File: config.mk
export PLATFORM = sky130hd
export DESIGN_NAME = dtree_feature_loader
export DESIGN_NICKNAME = d
export VERILOG_FILES = /design/src/rtl/dtree_feature_loader.sv
export SDC_FILE = /design/constraint.sdc
export NUM_CORES = 1
export LEC_CHECK = 0
export BUFFER_PORTS_ARGS = -buffer_cell sky130_fd_sc_hd__buf_2
export CAP_MARGIN = 20
export CELL_PAD_IN_SITES_DETAIL_PLACEMENT = 1
export CELL_PAD_IN_SITES_GLOBAL_PLACEMENT = 1
export CORE_AREA = 2 2 145 147
export CTS_BUF_LIST = sky130_fd_sc_hd__clkbuf_16
export DETAILED_ROUTE_END_ITERATION = 12
export DIE_AREA = 0 0 147 149
export HOLD_SLACK_MARGIN = 0.02
export PLACE_DENSITY_LB_ADDON = 0.1
export SLEW_MARGIN = 20
export SYNTH_ARGS = -nofsm -noshare
export SYNTH_HDL_FRONTEND = slang
export SYNTH_SLANG_ARGS = --single-unit
export TNS_END_PERCENT = 50
File: constraint.sdc
create_clock -name clk -period 3.59 [get_ports clk]
set_input_delay 0.8975 -clock clk [delete_from_list [all_inputs] [get_ports clk]]
set_output_delay 0.8975 -clock clk [all_outputs]
set_load 0.03 [all_outputs]
File: src/rtl/dtree_feature_loader.sv
// Feature-frame loader for a combinational decision-tree classifier: collects
// N_FEAT bytes into a register vector, waits SETTLE cycles, then registers the class.
module dtree_feature_loader #(
    parameter int N_FEAT = 20,
    parameter int SETTLE = 2
) (
    input  logic                  clk,
    input  logic                  rst_n,
    input  logic                  s_valid,
    input  logic [7:0]            s_data,
    input  logic                  s_last,
    output logic                  s_ready,
    output logic [8*N_FEAT-1:0]   feat,
    input  logic [1:0]            cls_in,
    output logic                  m_valid,
    output logic [1:0]            m_class,
    input  logic                  m_ready,
    output logic                  frame_err,
    output logic [1:0]            dbg_state_o
);

    // Handshakes: a byte moves on a rising edge where s_valid && s_ready;
    // a result moves on a rising edge where m_valid && m_ready. Neither side
    // may withdraw valid before the transfer, and ready is ignored otherwise.

    localparam int          IW          = (N_FEAT > 1) ? $clog2(N_FEAT) : 1;
    localparam logic [IW-1:0] LAST_IDX  = IW'(N_FEAT - 1);
    localparam logic [3:0]  SETTLE_INIT = 4'(SETTLE - 1);

    typedef enum logic [1:0] {
        ST_LOAD   = 2'd0,
        ST_SETTLE = 2'd1,
        ST_OUT    = 2'd2
    } state_e;

    state_e              state_q, state_d;
    logic [IW-1:0]       idx_q, idx_d;
    logic [3:0]          cnt_q, cnt_d;
    logic [8*N_FEAT-1:0] feat_q;
    logic                m_valid_q, m_valid_d;
    logic [1:0]          m_class_q, m_class_d;
    logic                frame_err_q, frame_err_d;
    logic                live_q;

    logic accept;
    logic at_end;
    logic frame_done;

    assign accept     = s_valid && s_ready;
    assign at_end     = (idx_q == LAST_IDX);
    assign frame_done = accept && s_last && at_end;

    // State register
    always_ff @(posedge clk or negedge rst_n) begin
        if (!rst_n) begin
            state_q <= ST_LOAD;
        end else begin
            state_q <= state_d;
        end
    end

    // Next-state logic
    always_comb begin
        state_d = state_q;
        case (state_q)
            ST_LOAD:   if (frame_done) state_d = ST_SETTLE;
            ST_SETTLE: if (cnt_q == 4'd0) state_d = ST_OUT;
            ST_OUT:    if (m_ready) state_d = ST_LOAD;
            default:   state_d = ST_LOAD;
        endcase
    end

    // Output logic; live_q keeps s_ready low until the first edge after reset
    always_comb begin
        s_ready     = live_q && (state_q == ST_LOAD);
        dbg_state_o = state_q;
    end

    always_comb begin
        idx_d       = idx_q;
        cnt_d       = cnt_q;
        m_valid_d   = m_valid_q;
        m_class_d   = m_class_q;
        frame_err_d = accept && (s_last != at_end);

        if (accept) begin
            idx_d = (s_last || at_end) ? '0 : idx_q + 1'b1;
        end

        if (frame_done) begin
            cnt_d = SETTLE_INIT;
        end else if (state_q == ST_SETTLE && cnt_q != 4'd0) begin
            cnt_d = cnt_q - 4'd1;
        end

        if (state_q == ST_SETTLE && cnt_q == 4'd0) begin
            m_valid_d = 1'b1;
            m_class_d = cls_in;
        end else if (state_q == ST_OUT && m_ready) begin
            m_valid_d = 1'b0;
        end
    end

    always_ff @(posedge clk or negedge rst_n) begin
        if (!rst_n) begin
            idx_q       <= '0;
            cnt_q       <= '0;
            m_valid_q   <= 1'b0;
            m_class_q   <= 2'b00;
            frame_err_q <= 1'b0;
            live_q      <= 1'b0;
        end else begin
            idx_q       <= idx_d;
            cnt_q       <= cnt_d;
            m_valid_q   <= m_valid_d;
            m_class_q   <= m_class_d;
            frame_err_q <= frame_err_d;
            live_q      <= 1'b1;
        end
    end

    // Only the addressed slot is written; accept is already gated to LOAD
    always_ff @(posedge clk or negedge rst_n) begin
        if (!rst_n) begin
            feat_q <= '0;
        end else begin
            for (int k = 0; k < N_FEAT; k++) begin
                if (accept && idx_q == IW'(k)) begin
                    feat_q[8*k +: 8] <= s_data;
                end
            end
        end
    end

    assign feat      = feat_q;
    assign m_valid   = m_valid_q;
    assign m_class   = m_class_q;
    assign frame_err = frame_err_q;

endmodule

==> reports/metrics.cfg <==
[status]
outcome=finished clean

[critical_path]
crit_path_cell_trace=nor3b_1, buf_2
arrival_ns=1.38
slowest_stage=dfrtp_1
crit_fanout=8
criticalPathCategory=reg -> out
critical-path-max-stage-delay_ns=0.46
crit_family=flip-flops
end_kind=primary output
required_ns=2.69
cp-start-kind=register
cp_num_buf_inv=1

[finish]
drive_gt1_frac=0.621
final_common_cell=buf_2
most-common-layout-cells=buf_2 (180), dfrtp_1 (176), mux2_2 (160)
antennaDiodeCount=0
multi_input_area_um2=2460
register_area_um2=4400
finalNonFillerCells=917
fillerInstances=2152
area_delta_synth_final_pct=25.0
final_nets=651

[drt]
drtIter0Drc=116
drcViolationCount=0
ant_nets=0
wl_per_cell_um=20.6
via_per_inst=4.77
drt_wl_total_um=18900
num_vias=4373
drt_pre_antenna_iters=4

[pwr]
p_leak_nw=4.71
power.total_mw=5.55
peakVddDrop_uv=319
powerDensity_nw_per_um2=633

[sta]
fin_crit_ns=2.27
rsz0062_at_grt=false
fmax_ghz=0.440
slew_violations=0
slew_headroom=0.425
finalSetupTns_ns=0
worstMarginPinSlew_ns=0.862
setup_viol=0
skew_ns=0.0163
fin_crit_sh=0.633
hold_viol=0

[synthesis]
synth_compound_area_frac=0.0109
synth_area_per_cell_um2=15.5
synth_seq_cells=176
synth_top_family_by_area=multiplexers
synthAdderAreaFrac=0.0125
yosysSeqAreaShare=0.627
synth_ff_type=dfrtp_1
synthMuxAreaShare=0.264
yosysUniqueCellTypes=39
yosys.area_share.xor_xnor=0
synth_edf_count=0
yosysWarnings=0
synth_cells=453
synth-simple-area-share=0.0629
ys_async_sr_fraction=1.00
netlist_area_um2=7020
syn_nets=475

[die]
rows=53
initial_utilization=0.342
die_h_um=149
die_w_um=147
fp.dieArea_um2=21900
design.core.area_um2=20600
io-pin-count=182

[clock_tree]
cts_buffers=17
clkTransAtPathRegs_ns=0.07
cts_resized=0
clockBufferDepth=2
cts_setup_buffers=0
clock_sinks=176
ctsHoldBuffers=0
clk_root_buffer_cell=clkbuf_16
cts_tree=done
ctsHtreeMaxLevel=4
worstSkewPairLatency_ns=0.43

[placement]
placed_cells=885
dp_hpwl_um=13100
gp_congestion=0.699
port_buffers=181

[global_routing]
grt_pass1_wl_um=29500
grt_util_all_layers=0.179
antenna_found_initial=0
gr-total-overflow=0
grt_pass1_vias=4829
grt_start_max_net_pins=88

[flow_run]
maxCapViolations=0

[hold_path]
hold_path.class=reg -> reg

[final timing paths]
| path | from | endpoint | slack [ns] | cells after the start |
|---|---|---|---|---|
| min | feat[151] | feat[151] | 0.50 | 1 |
| max in group asynchronous | rst_n | feat[15] | 2.28 | 2 |
| min in group asynchronous | rst_n | m_class[0] | 0.52 | 1 |
| max | dbg_state_o[0] | s_ready | 1.32 | 2 |
| min reg2reg | feat[151] | feat[151] | 0.50 | 1 |
| max reg2reg | dbg_state_o[1] | feat[112] | 1.33 | 3 |
[state kept, by name (all words and copies together) (netlist names)]
register,cells
feat,160
idx_q,5
cnt_q,4
dbg_state_o,2
m_class,2
frame_err,1
live_q,1
m_valid,1
[metal layers]
metal | GRT usage | up-vias | share of wire
met1 | 0.219 | 2314 | 0.42
met2 | 0.311 | 100 | 0.51
met5 | 0 | - | 0
met4 | 0.0389 | 0 | 0.0070
met3 | 0.0584 | 11 | 0.059
li1 | - | 1948 | -
[area by class of cell]
type | count | area share
clock buffer | 17 | 0.0485
timing repair buffer | 185 | 0.110
clock inverter | 15 | 0.0167
inverter | 8 | 0.00342
multi-input combinational | 241 | 0.280
tap | 275 | 0.0392
sequential | 176 | 0.502
[stage by stage]
stage	worst slack (ns)	hold slack, ns	area (µm²)	util
6_report	1.32	0.501	8780	0.427
5_1_grt	1.16	0.514	8780	0.427
4_1_cts	1.25	0.506	8780	0.427
3_5_place_dp	0.856	0.488	8210	0.399
3_3_place_gp	0.919	0.482	8210	0.399
2_1_floorplan	1.38	0.531	7020	-
[report_power, final]
group / internal, mW / switching (mW)
Sequential: 2.27 / 0.151
Clock: 0.925 / 0.860
Combinational: 0.431 / 0.918
Total: 3.62 / 1.93
[worst reg2reg max path, stage by stage, from the launching register on]
cell and delay (ns):
dfrtp_1 0.46, and4bb_2 0.75, and4_1 0.55, mux2_2 0.39
[cells in the mapped netlist, types with 2 or more instances]
| library cell | instances | area share |
|---|---|---|
| inv_1 | 8 | 0.0043 |
| nor2_1 | 2 | 0.0011 |
| or3_1 | 2 | 0.0018 |
| mux2i_1 | 2 | 0.0029 |
| nor3b_1 | 2 | 0.0021 |
| mux2_4 | 2 | 0.0043 |
| buf_4 | 2 | 0.0021 |
| nor3_1 | 2 | 0.0014 |
| nand2_1 | 2 | 0.0011 |
| nand4_2 | 2 | 0.0036 |
| a21oi_1 | 3 | 0.0021 |
| mux2_2 | 160 | 0.26 |
| nand3_1 | 4 | 0.0029 |
| o21ai_0 | 8 | 0.0057 |
| nand2b_1 | 2 | 0.0018 |
| buf_2 | 7 | 0.0050 |
| and4_1 | 3 | 0.0037 |
| nor2b_1 | 8 | 0.0071 |
| nand3_2 | 12 | 0.017 |
| nand4bb_1 | 2 | 0.0032 |
| dfrtp_1 | 176 | 0.63 |
| o31ai_1 | 2 | 0.0021 |
| ha_1 | 7 | 0.012 |
| clkbuf_1 | 18 | 0.0096 |
[cell families after synthesis]
logic type      Yosys count
flops                   176
fa+ha+maj                 7
buf+inv                  36
compound gates           14
simple gates             55
mux                     164
other cells               1
Note: power is estimated with default switching activity, not from simulation.
